[src/rtl/pilot_pkg.sv]
// rtl/pilot_pkg.sv - shared pilot framing defaults and sample type
package pilot_pkg;
    localparam int DEF_DATA_W = 32;
    localparam int DEF_CNT_W  = 13;
    localparam int DEF_MISS_W = 16;

    typedef logic [DEF_DATA_W-1:0] sample_t;
endpackage

[src/rtl/pilot_out_reg.sv]
// rtl/pilot_out_reg.sv - single-stage valid/ready output register
module pilot_out_reg #(
    parameter int W = 33
) (
    input  logic         clk,
    input  logic         rst,
    input  logic [W-1:0] in_data,
    input  logic         in_valid,
    output logic         in_ready,
    output logic [W-1:0] out_data,
    output logic         out_valid,
    input  logic         out_ready
);
    // Ready whenever the slot is empty or draining this cycle, so back-to-back loads run at full rate.
    assign in_ready = !out_valid || out_ready;

    always_ff @(posedge clk) begin
        if (rst) begin
            out_valid <= 1'b0;
            out_data  <= '0;
        end else if (in_ready) begin
            out_valid <= in_valid;
            if (in_valid) begin
                out_data <= in_data;
            end
        end
    end
endmodule

[src/rtl/pilot_extract.sv]
// rtl/pilot_extract.sv - separates pilot samples from data samples per frame
module pilot_extract
    import pilot_pkg::*;
#(
    parameter int DATA_W = DEF_DATA_W,
    parameter int CNT_W  = DEF_CNT_W,
    parameter int MISS_W = DEF_MISS_W
) (
    input  logic              clk,
    input  logic              rst,
    input  logic [DATA_W-1:0] s_data,
    input  logic              s_valid,
    output logic              s_ready,
    input  logic [CNT_W-1:0]  frame_length,
    input  logic [CNT_W-1:0]  pilot_interval,
    input  logic [DATA_W-1:0] pilot_value,
    output logic [DATA_W-1:0] m_data,
    output logic              m_valid,
    input  logic              m_ready,
    output logic              m_last,
    output logic [DATA_W-1:0] p_data,
    output logic              p_valid,
    output logic              pilot_mismatch,
    output logic [MISS_W-1:0] miss_count,
    output logic              frame_done,
    output logic              cfg_error
);
    logic [CNT_W-1:0] cnt_frame, cnt_pilot;
    logic [CNT_W-1:0] len_q, ivl_q, len_eff, ivl_eff;
    logic             frame_start, cfg_bad, reg_ready, acc;
    logic             is_pilot, at_last, last_data, mismatch;

    // At frame start the live config applies; from index 1 on, the copy taken at index 0 is used.
    assign frame_start = (cnt_frame == '0);
    assign len_eff     = frame_start ? frame_length : len_q;
    assign ivl_eff     = frame_start ? pilot_interval : ivl_q;
    assign cfg_bad     = frame_start ? (frame_length < CNT_W'(2)) : cfg_error;

    assign s_ready = !rst && !cfg_bad && reg_ready;
    assign acc     = s_valid && s_ready;

    assign is_pilot  = (ivl_eff != '0) && (cnt_pilot == '0);
    assign at_last   = (cnt_frame == len_eff - CNT_W'(1));
    // Last data sample is either the frame's final index or the one just before a trailing pilot.
    assign last_data = at_last
                    || ((cnt_frame == len_eff - CNT_W'(2))
                        && (ivl_eff != '0) && (cnt_pilot == ivl_eff - CNT_W'(1)));
    assign mismatch  = (s_data != pilot_value);

    always_ff @(posedge clk) begin
        if (rst) begin
            cnt_frame      <= '0;
            cnt_pilot      <= '0;
            len_q          <= '0;
            ivl_q          <= '0;
            cfg_error      <= 1'b0;
            p_data         <= '0;
            p_valid        <= 1'b0;
            pilot_mismatch <= 1'b0;
            miss_count     <= '0;
            frame_done     <= 1'b0;
        end else begin
            if (frame_start) begin
                len_q     <= frame_length;
                ivl_q     <= pilot_interval;
                cfg_error <= (frame_length < CNT_W'(2));
            end
            p_valid        <= acc && is_pilot;
            pilot_mismatch <= acc && is_pilot && mismatch;
            frame_done     <= acc && at_last;
            if (acc && is_pilot) begin
                p_data <= s_data;
                if (mismatch && (miss_count != '1)) begin
                    miss_count <= miss_count + 1'b1;
                end
            end
            if (acc) begin
                if (at_last) begin
                    cnt_frame <= '0;
                    cnt_pilot <= '0;
                end else begin
                    cnt_frame <= cnt_frame + 1'b1;
                    cnt_pilot <= (cnt_pilot == ivl_eff - CNT_W'(1)) ? '0 : cnt_pilot + 1'b1;
                end
            end
        end
    end

    pilot_out_reg #(.W(DATA_W + 1)) u_out_reg (
        .clk       (clk),
        .rst       (rst),
        .in_data   ({last_data, s_data}),
        .in_valid  (acc && !is_pilot),
        .in_ready  (reg_ready),
        .out_data  ({m_last, m_data}),
        .out_valid (m_valid),
        .out_ready (m_ready)
    );
endmodule

[config.mk]
export PLATFORM = sky130hd
export DESIGN_NAME = pilot_extract
export DESIGN_NICKNAME = d
export VERILOG_FILES = /design/src/rtl/pilot_pkg.sv /design/src/rtl/pilot_out_reg.sv /design/src/rtl/pilot_extract.sv
export SDC_FILE = /design/constraint.sdc
export NUM_CORES = 1
export LEC_CHECK = 0
export ABC_AREA = 1
export ABC_CLOCK_PERIOD_IN_PS = 3400
export BUFFER_PORTS_ARGS = -buffer_cell sky130_fd_sc_hd__buf_2
export CAP_MARGIN = 15
export CORE_ASPECT_RATIO = 0.8
export CORE_MARGIN = 2
export CORE_UTILIZATION = 46
export DETAILED_ROUTE_END_ITERATION = 12
export PLACE_DENSITY = 0.68
export SLEW_MARGIN = 25
export SYNTH_ARGS = -nofsm -noshare
export SYNTH_HDL_FRONTEND = slang
export SYNTH_SLANG_ARGS = --single-unit
[constraint.sdc]
create_clock -name clk -period 3.4 [get_ports clk]
set_input_delay 0.17 -clock clk [delete_from_list [all_inputs] [get_ports clk]]
set_output_delay 0.17 -clock clk [all_outputs]
set_load 0.05 [all_outputs]
**Word-level counts from Yosys, hierarchy flattened**

Cells that the tools add are included.

- Bits in registers: 138
- Latch bits: 0
- RAM bits: 0
- ROM bits: 0
- Input bits: 94
- Output and inout bits: 87
- Word-level logic and storage cells: 52
- Memories: 0

- Add/sub/neg operators: 6
- Multipliers: 0
- Div/mod/pow operators: 0
- Magnitude comparators: 1
- Equal/unequal tests: 5
- Shift-type cells: 0
- Mux-type cells: 6
- Bitwise gates (word level): 0
- Reductions and logical operators: 22

Operator list:

| kind | count |
|---|---|
| 13-bit two-way mux | 5 |
| 13-bit equality test | 3 |
| 32-bit != test | 1 |
| 13-bit by 1-bit adder with 13-bit output, second input constant | 2 |
| 13-bit zero test | 2 |
| 13-bit by 1-bit subtractor with 13-bit output, second input constant | 2 |
| 16-bit by 1-bit adder with 16-bit output, second input constant | 1 |
| 16-bit != test, second input constant | 1 |
| 13-bit by 2-bit less-than comparator with 1-bit output, second input constant | 1 |
| 13-bit nonzero test | 1 |
| 13-bit by 2-bit subtractor with 13-bit output, second input constant | 1 |
| 1-bit logical AND | 11 |
| 1-bit zero test | 4 |
| 2-bit AND reduction | 2 |
| 1-bit logical OR | 2 |
| 1-bit two-way mux | 1 |

**Depth between registers and ports, before layout**

Gate-level depths: netlist of the first run.

- Depth after elaboration: 8
- Gate-level depth with buffers: 26
- Gate-level depth less buffers: 24

**Modules after synthesis**

A second synthesis of the first run with hierarchy kept.

- Cell total of the unflattened synthesis: 1304
- Area, all modules: 8480.6 um^2

Modules (own cells, without submodules):

| module | times used | cells each | area an instance (um^2) | seq. area each (um^2) |
|---|---|---|---|---|
| pilot_extract | 1 | 1083 | 6965.4 | 2082.0 |
| pilot_out_reg | 1 | 221 | 1515.2 | 680.7 |

**Least setup slack after synthesis of the first run**

Ideal clock, no wire load.

- Path kind: register to register
- From: reg cnt_frame[1]
- To: reg miss_count[12]
- Library setup time: 132 ps
- Data arrival time: 3114 ps
- Required time: 3268 ps
- Path slack: 155 ps
- Cell stages (with the launch flop): 19
- Path buffers: 2
- Period minus slack after synthesis: 3245 ps
- Path through: dfxtp_1 > inv_1 > ha_1 > inv_1 > nor2_1 > nand2_1 > nor2_8 > buf_6 > nand3_1 > nand3_1 > nor2_1 > nand2_1 > nor2_4 > nand3_2 > buf_6 > nor2_4 > nand2_1 > nor3_1 > nor3_1

- Longest elaborated chain between the ends: 8
- Elaborated cells on any way between the ends: 11
- Classes of those cells: mux (2); reduce/logical (9)

RTL lines:

| item | RTL line | source |
|---|---|---|
| start, declared | pilot_extract.sv:28 | `logic [CNT_W-1:0] cnt_frame, cnt_pilot;` |
| start signal, assigned | pilot_extract.sv:82 | `cnt_frame <= cnt_frame + 1'b1;` |
| 13-bit zero test | pilot_extract.sv:34 | `assign frame_start = (cnt_frame == '0);` |
| 1-bit two-way mux | -- |  |
| 1-bit zero test | pilot_extract.sv:39 | `assign s_ready = !rst && !cfg_bad && reg_ready;` |
| 1-bit logical AND (2 in series) | pilot_extract.sv:39 |  |
| via s_ready | pilot_extract.sv:13 | `output logic s_ready,` |
| 1-bit logical AND | pilot_extract.sv:40 | `assign acc = s_valid && s_ready;` |
| 1-bit logical AND | pilot_extract.sv:71 | `if (acc && is_pilot) begin` |
| 2-bit AND reduction (no source line) | -- |  |
| end signal, assigned | pilot_extract.sv:74 | `miss_count <= miss_count + 1'b1;` |
| end, declared | pilot_extract.sv:24 | `output logic [MISS_W-1:0] miss_count,` |

The timed path passes the listed nets, and every way through them passes these cells.
A chain may end at the register's enable or synchronous reset.

**Worst setup path in the final report of the first run**

- From: reg cnt_frame[0]
- To: reg cnt_pilot[6]

- Longest elaborated chain between the ends: 6
- Elaborated cells on any way between the ends: 14
- Classes of those cells: add/sub (2); eq/ne (2); mux (5); reduce/logical (5)

RTL lines:

| item | RTL line | source |
|---|---|---|
| 13-bit zero test | pilot_extract.sv:34 |  |
| 13-bit two-way mux / 1-bit two-way mux (equally long branches) | -- |  |
| 13-bit by 1-bit subtractor with 13-bit output / 1-bit zero test (equally long branches) | pilot_extract.sv:83, pilot_extract.sv:39 |  |
| 13-bit equality test / 1-bit logical AND (equally long branches) | pilot_extract.sv:83, pilot_extract.sv:39 |  |
| 13-bit two-way mux / 1-bit logical AND (equally long branches) | pilot_extract.sv:83, pilot_extract.sv:39 |  |
| 13-bit two-way mux / 1-bit logical AND (equally long branches) | pilot_extract.sv:78, pilot_extract.sv:40 |  |
| end signal, assigned | pilot_extract.sv:83 | `cnt_pilot <= (cnt_pilot == ivl_eff - CNT_W'(1)) ? '0 : cnt_pilot + 1'b1;` |
| end, declared | pilot_extract.sv:28 |  |

Several ways; a longest one is shown, not always the timed one.

==> results of run 1 <==
==> cell families after synthesis <==
family | after synthesis
flip-flops | 138
AO/OA/AOI/OAI | 187
buffers and inverters | 216
AND/OR/NAND/NOR | 573
XOR/XNOR | 61
adder cells (fa/ha/maj) | 8
==> worst min-delay path: stages <==
cell and delay, ns:
sky130_fd_sc_hd__buf_2 0.11, sky130_fd_sc_hd__inv_1 0.06, sky130_fd_sc_hd__a21oi_1 0.05
==> flip-flops by register name (all words and copies together), names as in the netlist <==
register             cells
cfg_error                1
cnt_frame               13
cnt_pilot               13
frame_done               1
ivl_q                   13
len_q                   13
miss_count              16
p_data                  32
p_valid                  1
pilot_mismatch           1
u_out_reg.out_data      33
u_out_reg.out_valid      1
==> cell usage in the layout, fill, tap and decap left out, drive strengths merged, types with 25 or more instances in the layout <==
master  instances
buf           211
a21oi          82
nor2          129
xor2           33
nor3           33
nand4          25
o21ai         100
nand2         267
nand3          99
xnor2          28
inv           185
dfxtp         138
==> metal layers <==
layer / vias to the layer above / track usage, %
li1: 4180 / -
met1: 3649 / 34.5
met2: 277 / 38.9
met3: 16 / 7.15
met4: 0 / 5.67
met5: - / 0
==> area by class of cell <==
type / instances / area [um2] / share of cell area [%]
tap: 225 / 282 / 2.81
clock buffer: 18 / 439 / 4.38
sequential: 138 / 2760 / 27.6
multi-input combinational: 829 / 4530 / 45.2
clock inverter: 14 / 149 / 1.49
timing repair buffer: 213 / 1190 / 11.9
inverter: 177 / 667 / 6.65
==> path summary, 6_finish.rpt <==
| kind | startpoint | slack, ns | to |
|---|---|---|---|
| worst max-delay path | cnt_frame[0]$_SDFFE_PP0P_ | 0.19 | cnt_pilot[6]$_SDFFE_PP0P_ |
| worst min-delay path | s_data[22] | 0.01 | u_out_reg.out_data[22]$_SDFFE_PP0P_ |
| worst max register to register | cnt_frame[0]$_SDFFE_PP0P_ | 0.19 | cnt_pilot[6]$_SDFFE_PP0P_ |
| worst min register to register | u_out_reg.out_data[32]$_SDFFE_PP0P_ | 0.48 | u_out_reg.out_data[32]$_SDFFE_PP0P_ |
==> where the power goes <==
part	total [mW]	internal (mW)	switching [mW]	leakage [nW]
sequential	1.75	1.71	0.0398	1.13
combinational	1.25	0.392	0.857	3.42
clock	1.86	1.06	0.799	0.290
==> timing repair <==
| item | CTS | global route |
|---|---|---|
| hold buffers | 1 | 0 |
| endpoints found under the hold margin | 2 | 0 |
| resized for setup | 0 | 11 |
| buffers inserted | 0 | 7 |
| setup endpoints to repair | 0 | 62 |
==> stage by stage <==
| stage | setup slack (ns) | hold slack, ns | cells | util, % | power, mW |
|---|---|---|---|---|---|
| final | 0.195 | 0.0127 | 1614 | 57.7 | 4.85 |
| after global routing | 0.0125 | 0.0141 | 1614 | 57.7 | 5.09 |
| after CTS | 0.138 | 0.00221 | 1606 | 56.9 | 4.85 |
| after detailed placement | 0.152 | 0.460 | 1573 | 53.5 | 2.98 |
| after global placement | 0.214 | 0.451 | 1573 | 53.5 | 2.97 |
| after floorplan | 0.155 | 0.318 | 1183 | - | 2.68 |
==> reports/results.md, run 1 <==
| Quantity | Value |
|:---|:---|
| Violation count after the first detailed-route iteration | 586 |
| Net count after synthesis | 1285 |
| Setup repair after global routing missed its margin | false |
| Share of cells above drive strength 1 | 25.8% |
| Outcome | completed |
| Top routing layer in use | met4 |
| Most instantiated library cell after synthesis | sky130_fd_sc_hd__nand2_1 |
| Total number of nets in the final design | 1478 |
| Maximum number of pins on one net before global-route repair | 73 |
| Proportion of synthesized area in mux cells | 0% |
| Total cell area at the placement stage | 9300 um2 |
| Post-CTS clock slew at the launch and capture registers of the worst setup and hold paths | 0.07 ns |
| Compound-gate portion of the synthesized area | 12.2% |
| Filler cell count in the final layout | 1722 |
| Sum of met3 wire segment lengths after detailed routing | 1830 um |
| Synth Area per Inst | 6.90 um2 |
| Worst relative slew slack | 59.0% |
| Gp weighted congestion | 0.974 |
| Worst hold-check path type | input pin to flop |
| Worst endpoint data arrival time | 3.52 ns |
| Clock root cell | sky130_fd_sc_hd__clkbuf_16 |
| Number of synthesized flops with an enable pin | 0 |
| Core region area | 17400 um2 |
| Most frequent cell on the critical path | sky130_fd_sc_hd__nand2_1 |
| Standard-cell rows | 43 |
| Routed met2 length | 10400 um |
| Maximum ir drop on the vdd rail | 292 uV |
| CP max stage delay | 0.33 ns |
| Global-route usage over all layers | 24.9% |
| Synthesized instance count | 1183 |
| Share of synthesized registers carrying an async set or reset | 0% |
| Initial antenna violation count | 0 |
| Detailed-routing iteration count for the pre-antenna-repair pass | 5 |
| Static leakage | 4.84 nW |
| Master of the slowest instance on the critical path | sky130_fd_sc_hd__dfxtp_1 |
| Number of buffers inserted during clock tree synthesis | 17 |
| Ordered cell list for the critical path | inv_1, ha_2, nand2_2, nor2_8, nand3_4, buf_4, nand2_2, nand2_4, ha_1, xor2_1, nand3_1, a21oi_1, nand2_1, nor3_1, nand3b_1, nor2_1, nand2_1, nand2_1, nand2_1, nand2_1, buf_12, nor2_2 |
| Cell family with most CP delay | simple AND/OR/NAND/NOR gates |
| Final setup fails | 0 |
| Top-area cell type share of the netlist area | 33.8% |
| Clock Skew | 0.0109 ns |
| Mapped cell area | 8160 um2 |
| Y dimension of the die | 123 um |
| Slew at the pin closest to its max-slew limit | 0.615 ns |
| Levels on crit path | 22 |
| Category of the worst setup path launch point | flop |
| Total Routed Length | 23700 um |
| Fin. Hold Viols | 0 |
| Post-layout instance area | 10000 um2 |
| Fraction of the mapped netlist area in simple logic gates | 34.6% |
| Post-synthesis sequential element count | 138 |
| Per-cell via count in the routed design | 5.03 |
| Type of the worst setup path | flop to flop |
| Number of clock sinks seen by CTS | 138 |
| Crit share post-route | 94.3% |
| Number of max-slew violations in the final report | 0 |
| Post-synth top cells | sky130_fd_sc_hd__nand2_1, sky130_fd_sc_hd__inv_1, sky130_fd_sc_hd__dfxtp_1 |
| Maximum fanout along the worst path | 11 |
| Post-synth top area cell | sky130_fd_sc_hd__dfxtp_1 |
| Antenna viol nets, final | 0 |
| Number of global-route vias before repair | 7353 |
| Max Buffers Root-to-Sink | 2 |
| Capturing element type of the critical path | flop |
| Cell depth of the worst flop-to-flop path | 22 |
| Ant. Diodes | 0 |
| Metal-1 WL | 11200 um |
| Highest attainable clock frequency | 312 MHz |
| Cell types occupying the most area after synthesis | sky130_fd_sc_hd__dfxtp_1, sky130_fd_sc_hd__nand2_1, sky130_fd_sc_hd__inv_1 |
| Number of vias after detailed routing | 8122 |
| Combinational family with the most area after synthesis | simple AND/OR/NAND/NOR gates |
| I/O pin cnt | 181 |
| Worst Path Required | 3.71 ns |
| Final total negative setup slack | 0 ns |
| H-tree level count | 4 |
| Clock tree from TritonCTS | done |
| Wire length of the first global-routing pass | 37500 um |
| Clock latency at the later pin of the worst-skew pair | 0.43 ns |
| Total Die Area | 18800 um2 |
| Cell Pwr Density | 484 nW/um2 |
| Number of maximum-capacitance constraint violations | 0 |
| Ys flop type | sky130_fd_sc_hd__dfxtp_1 |
| Time the final worst path needs with I/O delays and setup | 3.21 ns |
| Signed area change from the synthesized netlist to the final layout | 22.8% |
| Xor/xnor share of the synthesized area | 6.73% |
| Horizontal die dimension | 153 um |
| Netlist cell types | 45 |
| Buf/Inv on CP | 3 |
| Port Buffer Count | 180 |
| Fraction of the yosys area taken by sequential cells | 33.8% |
| Adder-cell share of the synthesized area | 1.23% |
| WL/cell | 14.7 um |
| Aggregate global routing overflow | 0 |
| Hold path cells | 3 |
| DP Wirelength | 18100 um |
| DRC violation count after routing | 0 |
| Yosys Warn Count | 0 |
| Initial Utilization | 47.0% |
(Power assumes the default switching activity.)
==> inputs of run 2 (changes only) <==
--- a/config.mk
+++ b/config.mk
@@ -12,7 +12,9 @@
 export CORE_ASPECT_RATIO = 0.8
 export CORE_MARGIN = 2
 export CORE_UTILIZATION = 46
+export CTS_BUF_LIST = sky130_fd_sc_hd__clkbuf_8
 export DETAILED_ROUTE_END_ITERATION = 12
+export GPL_TIMING_DRIVEN = 0
 export PLACE_DENSITY = 0.68
 export SLEW_MARGIN = 25
 export SYNTH_ARGS = -nofsm -noshare
==> run 2 against run 1 <==
- sequential cell count unchanged
- cell count rose by 3.2%
- first-iteration DRC count up 5.5%
- global-route usage grew 1.5 points
- sequential share of layout area decreased by 0.65 points
- die area unchanged
- highest routed layer unchanged
- largest cell class unchanged
- setup slack got worse by 0.0025 ns
==> reports/results.md, run 2 (same netlist as run 1, synthesis figures left out) <==
| Quantity | Value | Delta |
|:---|:---|:---|
| Time the final worst path needs with I/O delays and setup | 3.21 ns | about the same |
| Total number of nets in the final design | 1529 | was 1478 |
| Number of max-slew violations in the final report | 0 | unchanged |
| Category of the worst setup path launch point | flop | unchanged |
| Gp weighted congestion | 0.962 | was 0.974 |
| Overall power after layout | 4.39 mW | was 4.85 mW |
| Crit share post-route | 94.3% | about the same |
| Total Die Area | 18800 um2 | unchanged |
| Global-route usage over all layers | 26.4% | was 24.9% |
| Flip-flop count of the largest register, all copies and words added | 33 | unchanged |
| Total Routed Length | 24900 um | was 23700 um |
| Per-cell via count in the routed design | 5.10 | was 5.03 |
| Highest attainable clock frequency | 312 MHz | about the same |
| Most frequent cell on the critical path | sky130_fd_sc_hd__nand2_2 | was sky130_fd_sc_hd__nand2_1 |
| Clock root cell | sky130_fd_sc_hd__clkbuf_8 | was sky130_fd_sc_hd__clkbuf_16 |
| Max Buffers Root-to-Sink | 2 | unchanged |
| Biggest regs | u_out_reg.out_data (33), p_data (32), miss_count (16) | unchanged |
| Capturing element type of the critical path | flop | unchanged |
| Initial antenna violation count | 0 | unchanged |
| I/O pin cnt | 181 | unchanged |
| Horizontal die dimension | 153 um | unchanged |
| Number of clock sinks seen by CTS | 138 | unchanged |
| Worst hold-check path type | input pin to flop | unchanged |
| Number of maximum-capacitance constraint violations | 0 | unchanged |
| Maximum number of pins on one net before global-route repair | 17 | was 73 |
| Type of the worst setup path | flop to flop | unchanged |
| Most frequent standard cell in the layout excluding fill and tap cells | sky130_fd_sc_hd__nand2_1 | unchanged |
| Layout Utilization | 59.2% | was 57.7% |
| Clock tree from TritonCTS | done | unchanged |
| Ant. Diodes | 0 | unchanged |
| Cell Pwr Density | 427 nW/um2 | was 484 nW/um2 |
| Core region area | 17400 um2 | unchanged |
| Reg with most FFs | u_out_reg.out_data | unchanged |
| Outcome | completed | unchanged |
| Worst Path Required | 3.75 ns | was 3.71 ns |
| Number of global-route vias before repair | 8048 | was 7353 |
| Wire length of the first global-routing pass | 39600 um | was 37500 um |
| Worst endpoint data arrival time | 3.56 ns | was 3.52 ns |
| Final setup fails | 0 | unchanged |
| Worst setup slack after layout | 0.192 ns | was 0.195 ns |
| Initial Utilization | 47.0% | unchanged |
| Final total negative setup slack | 0 ns | unchanged |
| Slew at the pin closest to its max-slew limit | 0.772 ns | was 0.615 ns |
| Fin. Hold Viols | 0 | unchanged |
| H-tree level count | 4 | unchanged |
| Post-CTS clock slew at the launch and capture registers of the worst setup and hold paths | 0.09 ns | was 0.07 ns |
| Detailed-routing iteration count for the pre-antenna-repair pass | 5 | unchanged |
| Y dimension of the die | 123 um | unchanged |
| Maximum ir drop on the vdd rail | 226 uV | was 292 uV |
| Aggregate global routing overflow | 0 | unchanged |
| Signed area change from the synthesized netlist to the final layout | 26.1% | was 22.8% |
| Setup slack at placement | -0.342 ns | was 0.152 ns |
| Final Hold Slack | 0.00811 ns | was 0.0127 ns |
| Antenna viol nets, final | 0 | unchanged |
| Maximum fanout along the worst path | 10 | was 11 |
| Clock latency at the later pin of the worst-skew pair | 0.47 ns | was 0.43 ns |
| CP max stage delay | 0.37 ns | was 0.33 ns |
| Number of buffers inserted during clock tree synthesis | 17 | unchanged |
| Worst relative slew slack | 48.5% | was 59.0% |
| Port Buffer Count | 180 | unchanged |
| DP Wirelength | 18900 um | was 18100 um |
| Share of cells above drive strength 1 | 26.2% | was 25.8% |
| Number of vias after detailed routing | 8492 | was 8122 |
| Commonest cells after routing, fill and taps aside | sky130_fd_sc_hd__nand2_1, sky130_fd_sc_hd__buf_2, sky130_fd_sc_hd__inv_1 | unchanged |
| Master of the slowest instance on the critical path | sky130_fd_sc_hd__dfxtp_4 | was sky130_fd_sc_hd__dfxtp_1 |
| Static leakage | 4.93 nW | was 4.84 nW |
| DRC violation count after routing | 0 | unchanged |
| Clock Skew | 0.0177 ns | was 0.0109 ns |
| Ordered cell list for the critical path | inv_4, ha_4, nand2_4, nor2_8, nand3_4, buf_12, buf_12, o21ai_4, ha_4, inv_2, nor2_4, and2_4, nand2_2, xor2_2, inv_1, nor2_2, nand4_4, nand2_2, nand2_1, nand2_2, buf_6, nor2_2 | was inv_1, ha_2, nand2_2, nor2_8, nand3_4, buf_4, nand2_2, nand2_4, ha_1, xor2_1, nand3_1, a21oi_1, nand2_1, nor3_1, nand3b_1, nor2_1, nand2_1, nand2_1, nand2_1, nand2_1, buf_12, nor2_2 |
| Violation count after the first detailed-route iteration | 618 | was 586 |
| Filler cell count in the final layout | 1666 | was 1722 |
| Standard-cell rows | 43 | unchanged |
| WL/cell | 15.0 um | was 14.7 um |
run 2: path summary, 6_finish.rpt:
| check | slack, ns | endpoint | startpoint | cells past startpoint |
|---|---|---|---|---|
| min | 0.008 | u_out_reg.out_data[5]$_SDFFE_PP0P_ | s_data[5] | 3 |
| max | 0.19 | cnt_pilot[8]$_SDFFE_PP0P_ | cnt_frame[0]$_SDFFE_PP0P_ | 22 |
| max reg2reg | 0.19 | cnt_pilot[8]$_SDFFE_PP0P_ | cnt_frame[0]$_SDFFE_PP0P_ | 22 |
| min reg2reg | 0.48 | u_out_reg.out_data[32]$_SDFFE_PP0P_ | u_out_reg.out_data[32]$_SDFFE_PP0P_ | 2 |
run 2: repair_timing:
action | 4_1_cts | 5_1_grt
cloned | 1 | 0
setup endpoints to repair | 27 | 77
hold buffers | 31 | 0
setup buffers | 1 | 12
resized for setup | 9 | 28
hold endpoints to repair | 59 | 0
pin swaps | 2 | 12
run 2: stage by stage:
step | std cells | area, um2
CTS | 1653 | 10100
global route | 1665 | 10300
finish | 1665 | 10300
detailed placement | 1588 | 9340
global placement | 1588 | 9340
floorplan | 1183 | 8160
run 2: layout make-up:
class	instances	area, um2	share of cell area, %
flip-flops and latches	138	2770	26.9
clock inverters	15	155	1.51
repair buffers	225	1320	12.8
multi-input cells	829	4590	44.6
well taps	225	282	2.74
plain buffers	39	264	2.57
inverters	177	672	6.53
clock buffers	17	234	2.27
run 2: power breakdown:
part / internal (mW) / switching [mW] / total, mW
combinational: 0.436 / 0.885 / 1.32
clock: 0.547 / 0.777 / 1.32
sequential: 1.71 / 0.0415 / 1.75
total: 2.69 / 1.70 / 4.39
run 2: per-layer routing:
metal | track usage (%) | part of all wire [%]
met1 | 34.7 | 45
met2 | 43.3 | 45
met3 | 5.68 | 7.5
met4 | 9.43 | 2.3
met5 | 0 | 0
run 2: worst max-delay path, delay by kind of cell (launching register included):
family,cells,cell delay (ns)
flip-flops,1,0.37
XOR/XNOR,1,0.17
AO/OA/AOI/OAI,1,0.26
buffers and inverters,6,0.61
adder cells (fa/ha/maj),2,0.33
AND/OR/NAND/NOR,12,1.36
